==> src/rtl/risc_boot_loader_pkg.sv <==
// Shared definitions for the boot loader: loader FSM state encodings,
// default instruction-memory geometry and the checksum seed value.
package risc_boot_loader_pkg;

    localparam int         BOOT_ADDR_W     = 4;
    localparam int         BOOT_IMEM_DEPTH = 16;
    localparam logic [7:0] BOOT_CSUM_INIT  = 8'h00;

    typedef enum logic [2:0] {
        S_LEN_HI  = 3'd0,
        S_LEN_LO  = 3'd1,
        S_DATA_HI = 3'd2,
        S_DATA_LO = 3'd3,
        S_CSUM    = 3'd4,
        S_RUN     = 3'd5,
        S_ERR     = 3'd6
    } boot_state_t;

endpackage

==> src/rtl/risc_boot_loader_byte_pack.sv <==
// Byte-to-word packer for the boot loader. Latches the high byte of each
// instruction word, assembles {hi, lo} on the low byte, accumulates the XOR
// checksum of all data bytes, and emits a one-cycle word-ready strobe.
// Ports:
//   clk, reset   clock and async active-low reset
//   clr          clears the hi latch and the checksum (loader re-arm)
//   hi_en        high data byte accepted this cycle
//   lo_en        low data byte accepted this cycle
//   in_data      host byte
//   csum         running XOR of data bytes
//   word_ready   registered strobe, high the cycle after a low byte
//   word         registered {hi, lo}
module risc_boot_loader_byte_pack
    import risc_boot_loader_pkg::*;
(
    input  logic        clk,
    input  logic        reset,
    input  logic        clr,
    input  logic        hi_en,
    input  logic        lo_en,
    input  logic [7:0]  in_data,
    output logic [7:0]  csum,
    output logic        word_ready,
    output logic [15:0] word
);

    logic [7:0] hi_byte;

    always_ff @(posedge clk or negedge reset) begin
        if (!reset) begin
            hi_byte    <= 8'h00;
            csum       <= BOOT_CSUM_INIT;
            word_ready <= 1'b0;
            word       <= 16'h0000;
        end else begin
            word_ready <= lo_en;
            if (clr) begin
                hi_byte <= 8'h00;
                csum    <= BOOT_CSUM_INIT;
            end else if (hi_en) begin
                hi_byte <= in_data;
                csum    <= csum ^ in_data;
            end else if (lo_en) begin
                word    <= {hi_byte, in_data};
                csum    <= csum ^ in_data;
            end
        end
    end

endmodule

==> src/rtl/risc_boot_loader.sv <==
// Boot loader for the 16-bit RISC core. Receives a length-framed,
// XOR-checksummed byte image, writes it into instruction memory word by
// word and holds the core in reset until the image verifies.
//
// state     | meaning
// S_LEN_HI  | waiting for high byte of word count N
// S_LEN_LO  | waiting for low byte of N; range check
// S_DATA_HI | waiting for high byte of next word
// S_DATA_LO | waiting for low byte; issues memory write
// S_CSUM    | waiting for checksum byte
// S_RUN     | image good, core released
// S_ERR     | bad length or checksum, core held
//
// Ports:
//   clk, reset        clock and async active-low reset
//   in_data/valid/    host byte stream (transfer on valid & ready)
//   in_ready
//   start             re-arm pulse, honoured only in S_RUN / S_ERR
//   im_we/addr/wdata  instruction-memory write port
//   cpu_reset         core reset, low only in S_RUN
//   done, err         status flags
//   words_loaded      words written during the current load
module risc_boot_loader
    import risc_boot_loader_pkg::*;
#(
    parameter int ADDR_W     = BOOT_ADDR_W,
    parameter int IMEM_DEPTH = BOOT_IMEM_DEPTH
) (
    input  logic              clk,
    input  logic              reset,
    input  logic [7:0]        in_data,
    input  logic              in_valid,
    output logic              in_ready,
    input  logic              start,
    output logic              im_we,
    output logic [ADDR_W-1:0] im_addr,
    output logic [15:0]       im_wdata,
    output logic              cpu_reset,
    output logic              done,
    output logic              err,
    output logic [ADDR_W:0]   words_loaded
);

    localparam logic [15:0]   MAX_LEN = 16'(IMEM_DEPTH);
    localparam logic [ADDR_W:0] ONE   = {{ADDR_W{1'b0}}, 1'b1};

    boot_state_t     state;
    logic [7:0]      len_hi;
    logic [ADDR_W:0] words_left;
    logic [15:0]     len_n;
    logic            accept;
    logic            hi_en;
    logic            lo_en;
    logic            rearm;
    logic [7:0]      csum;

    assign accept = in_valid & in_ready;
    assign hi_en  = accept && (state == S_DATA_HI);
    assign lo_en  = accept && (state == S_DATA_LO);
    assign rearm  = start && ((state == S_RUN) || (state == S_ERR));
    assign len_n  = {len_hi, in_data};

    risc_boot_loader_byte_pack u_pack (
        .clk        (clk),
        .reset      (reset),
        .clr        (rearm),
        .hi_en      (hi_en),
        .lo_en      (lo_en),
        .in_data    (in_data),
        .csum       (csum),
        .word_ready (im_we),
        .word       (im_wdata)
    );

    always_ff @(posedge clk or negedge reset) begin
        if (!reset) begin
            state        <= S_LEN_HI;
            len_hi       <= 8'h00;
            words_left   <= '0;
            in_ready     <= 1'b1;
            im_addr      <= '0;
            cpu_reset    <= 1'b1;
            done         <= 1'b0;
            err          <= 1'b0;
            words_loaded <= '0;
        end else begin
            case (state)
                S_LEN_HI: begin
                    if (accept) begin
                        len_hi <= in_data;
                        state  <= S_LEN_LO;
                    end
                end
                S_LEN_LO: begin
                    if (accept) begin
                        // Range check here guarantees the word index never wraps.
                        if (len_n > MAX_LEN) begin
                            state    <= S_ERR;
                            err      <= 1'b1;
                            in_ready <= 1'b0;
                        end else if (len_n == 16'h0000) begin
                            state <= S_CSUM;
                        end else begin
                            words_left <= len_n[ADDR_W:0];
                            state      <= S_DATA_HI;
                        end
                    end
                end
                S_DATA_HI: begin
                    if (accept) begin
                        state <= S_DATA_LO;
                    end
                end
                S_DATA_LO: begin
                    if (accept) begin
                        im_addr      <= words_loaded[ADDR_W-1:0];
                        words_loaded <= words_loaded + ONE;
                        words_left   <= words_left - ONE;
                        state        <= (words_left == ONE) ? S_CSUM : S_DATA_HI;
                    end
                end
                S_CSUM: begin
                    if (accept) begin
                        in_ready <= 1'b0;
                        if (in_data == csum) begin
                            state     <= S_RUN;
                            done      <= 1'b1;
                            cpu_reset <= 1'b0;
                        end else begin
                            state <= S_ERR;
                            err   <= 1'b1;
                        end
                    end
                end
                S_RUN, S_ERR: begin
                    if (start) begin
                        state        <= S_LEN_HI;
                        in_ready     <= 1'b1;
                        cpu_reset    <= 1'b1;
                        done         <= 1'b0;
                        err          <= 1'b0;
                        words_left   <= '0;
                        im_addr      <= '0;
                        words_loaded <= '0;
                    end
                end
                default: begin
                    state     <= S_LEN_HI;
                    in_ready  <= 1'b1;
                    cpu_reset <= 1'b1;
                end
            endcase
        end
    end

endmodule

==> config.mk <==
export PLATFORM = sky130hd
export DESIGN_NAME = risc_boot_loader
export DESIGN_NICKNAME = d
export VERILOG_FILES = /design/src/rtl/risc_boot_loader_pkg.sv /design/src/rtl/risc_boot_loader_byte_pack.sv /design/src/rtl/risc_boot_loader.sv
export SDC_FILE = /design/constraint.sdc
export NUM_CORES = 1
export LEC_CHECK = 0
export ABC_AREA = 1
export BUFFER_PORTS_ARGS = -buffer_cell sky130_fd_sc_hd__buf_2
export CORE_ASPECT_RATIO = 1.75
export CORE_MARGIN = 1
export CORE_UTILIZATION = 30
export DETAILED_ROUTE_END_ITERATION = 8
export PLACE_DENSITY = 0.44
export SETUP_SLACK_MARGIN = 0.15
export SLEW_MARGIN = 20
export SYNTH_ARGS = -nofsm -noshare
export SYNTH_HDL_FRONTEND = slang
export SYNTH_SLANG_ARGS = --single-unit
==> constraint.sdc <==
create_clock -name clk -period 2.5 [get_ports clk]
set_input_delay 0.625 -clock clk [delete_from_list [all_inputs] [get_ports clk]]
set_output_delay 0.625 -clock clk [all_outputs]
set_load 0.05 [all_outputs]
==> impl_metrics.yaml <==
run_status:
  outcome: "complete, no violations"
hold_path:
  hp-class: "in2async"
die:
  die-area_mm2: 0.01034
  start_util_pct: 31.26
  num_rows: 47
  core_mm2: 0.009527
  die_w_um: 77.32
  pin_count: 42
  die_h_um: 133.8
sta:
  skew_ns: 0.004004
  whs_ns: 0.2811
  worst_slack_ns: 0.6573
  worst_slew_pin_slew_ns: 0.6422
  fmax_mhz: 542.7
  final_max_slew_viol_count: 0
  finalSetupViolCount: 0
  hold_viol_final: 0
  fin_crit_sh_pct: 73.71
  slew-limit-headroom_pct: 56.86
  rsz0062_at_grt: "no"
  period_needed_ns: 1.843
  tns_ns: 0
critical_path:
  arrival_ns: 2.04
  worstPathCellList: "nor2_1, nor2_4, nand2_4, inv_2, nand2_2, nand3_4, nand4_1, o21ai_0"
  path_class: "reg2reg"
  endpoint_kind: "flip-flop"
  path_buf_inv: 1
  path_delay_family: "simple AND/OR/NAND/NOR gates"
  worst-path-max-fanout: 16
  slowest_delay_ns: 0.43
  startpoint_type: "flip-flop"
  cpMaxStageDelayCell: "dfrtp_1"
  required_ns: 2.70
routing:
  drc: 0
  wl_per_cell_um: 14.67
  drt_iter0_markers: 173
  final_antenna_net_count: 0
  vias_per_cell: 4.766
  drt_wl_total_um: 7774
  drtPass1Iterations: 4
  num_vias: 2526
flow_run:
  maxCapViolations: 0
power_and_ir_drop:
  power_w: 0.004723
  seqPwrFrac_pct: 34.3
  p_int_w: 0.002638
  swShare_pct: 44.14
  pwr-share-clk_pct: 25.0
  combinationalPowerShare_pct: 40.7
  power_density_mw_per_mm2: 1305
  vdd_ir_drop_max_uv: 583.6
  leakagePower_nw: 1.876
  p_switching_w: 0.002085
clocking:
  hold_buffers: 0
  root_buffer: "clkbuf_16"
  clkTransAtPathRegs_ns: 0.06
  numCtsBuffers: 9
  insertion_delay_ns: 0.33
  clock-sinks: 62
  htreeDepth: 3
  cts_tree: "yes"
  cts_resized: 0
  post_cts_buffers: 0
  clk_path_buf_depth: 2
synthesis:
  synth.area.top_cells: "dfrtp_1 (50%), nand2_1 (13%), o21ai_0 (7.1%), inv_1 (4.9%), nand3_1 (2.9%)"
  synth_top_area_cell: "dfrtp_1"
  synth.top_cell.area_share_pct: 50.42
  yosys_warnings: 0
  syn_nets: 370
  netlist_area_mm2: 0.002978
  synth_seq_cells: 62
  postSynthAreaPerCell_um2: 8.388
  netlist_instances: 355
  seq_area_frac_synth_pct: 52.18
  synth_cell_types: 33
final_layout:
  layout.cells.non_filler: 530
  nNetsFinal: 418
  seq_area_mm2: 0.001554
  multi_input_area_mm2: 0.001220
  mostFrequentLayoutCells: "nand2_1 (104), dfrtp_1 (60), o21ai_0 (42)"
  fillers: 1016
  syn_to_final_growth_pct: 21.51
  drive_gt1_share_pct: 19.36
  layout_commonest_cell: "nand2_1"
  diodes: 0
placement:
  dp.cells: 514
  hpwlAfterDp_um: 5678
  gp_congestion: 0.8130
  pre_cts_slack_ns: 0.5418
  portBuffers: 41
global_route:
  grt_pass1_wl_um: 12910
  grt_pass1_vias: 2509
  grt_antenna_before_repair: 0
  grt_overflow: 0
  grt_max_degree: 36
  gr-usage-all-layers_pct: 16.44
## kinds of logic after synthesis
kind of cell,synth area share [%]
compound gates,12.31
xor+xnor,0.8825
fa+ha+maj,1.261
buf+inv,6.849
flops,52.18
simple gates,26.51
## path summary, 6_finish.rpt
check / from / end / slack (ns) / cells past startpoint
max in group asynchronous: reset / cpu_reset / 1.53 / 2
min in group clk: cpu_reset / cpu_reset / 0.46 / 2
worst max-delay path: state[1] / u_pack.csum[4] / 0.66 / 8
worst max register to register: state[1] / u_pack.csum[4] / 0.66 / 8
worst min register to register: cpu_reset / cpu_reset / 0.46 / 2
worst min-delay path: reset / u_pack.word_ready / 0.28 / 1
## cell usage after synthesis (all sizes together)
| library cell | n |
|---|---|
| o31ai | 2 |
| dfrtp | 60 |
| o21ai | 43 |
| a22o | 1 |
| nand3 | 20 |
| o21bai | 1 |
| xnor2 | 1 |
| nor3 | 3 |
| inv | 44 |
| nand2 | 110 |
| xor2 | 2 |
| nand4 | 10 |
| a21oi | 6 |
| nand3b | 1 |
| clkbuf | 4 |
| ha | 3 |
| o22ai | 12 |
| o21a | 1 |
| a21boi | 1 |
| buf | 2 |
| dfstp | 2 |
| nor2 | 26 |
## through the flow
| stage | cell area, µm² | utilization [%] |
|---|---|---|
| final | 3618 | 37.98 |
| after CTS | 3618 | 37.98 |
| after detailed placement | 3332 | 34.98 |
| after global placement | 3332 | 34.98 |
| after floorplan | 2978 | - |
| after global routing | 3618 | 37.98 |
## area by class of cell
type	instances	area share, %
multi-input combinational	243	33.71
timing repair buffer	43	6.432
inverter	44	4.772
clock buffer	11	6.985
clock inverter	5	0.9336
tap	122	4.219
sequential	62	42.95
## state kept, by name, indices dropped and copies added, names as in the netlist
name,count
words_loaded,5
u_pack.hi_byte,8
state,3
im_addr,4
u_pack.word_ready,1
u_pack.word,16
err,1
done,1
len_hi,8
words_left,5
in_ready,1
cpu_reset,1
u_pack.csum,8
## routing by layer
layer,GRT usage [%],vias up,part of all wire (%)
met5,0,-,0
met4,8.176,0,2.3
met3,2.653,9,2.1
met2,28.71,41,53
met1,19.25,1218,43
li1,-,1258,-
## power groups by stage
| stage | registers (W) | logic [W] | clock network (W) |
|---|---|---|---|
| detailed placement | 0.00164 | 0.00194 | 0 |
| floorplan | 0.00206 | 0.00103 | 0 |
| finish | 0.00162 | 0.00192 | 0.00118 |
| global route | 0.00167 | 0.00215 | 0.00126 |
| CTS | 0.00162 | 0.00195 | 0.00122 |
| global placement | 0.00164 | 0.00193 | 0 |
Note: power is estimated with default switching activity, not from simulation.
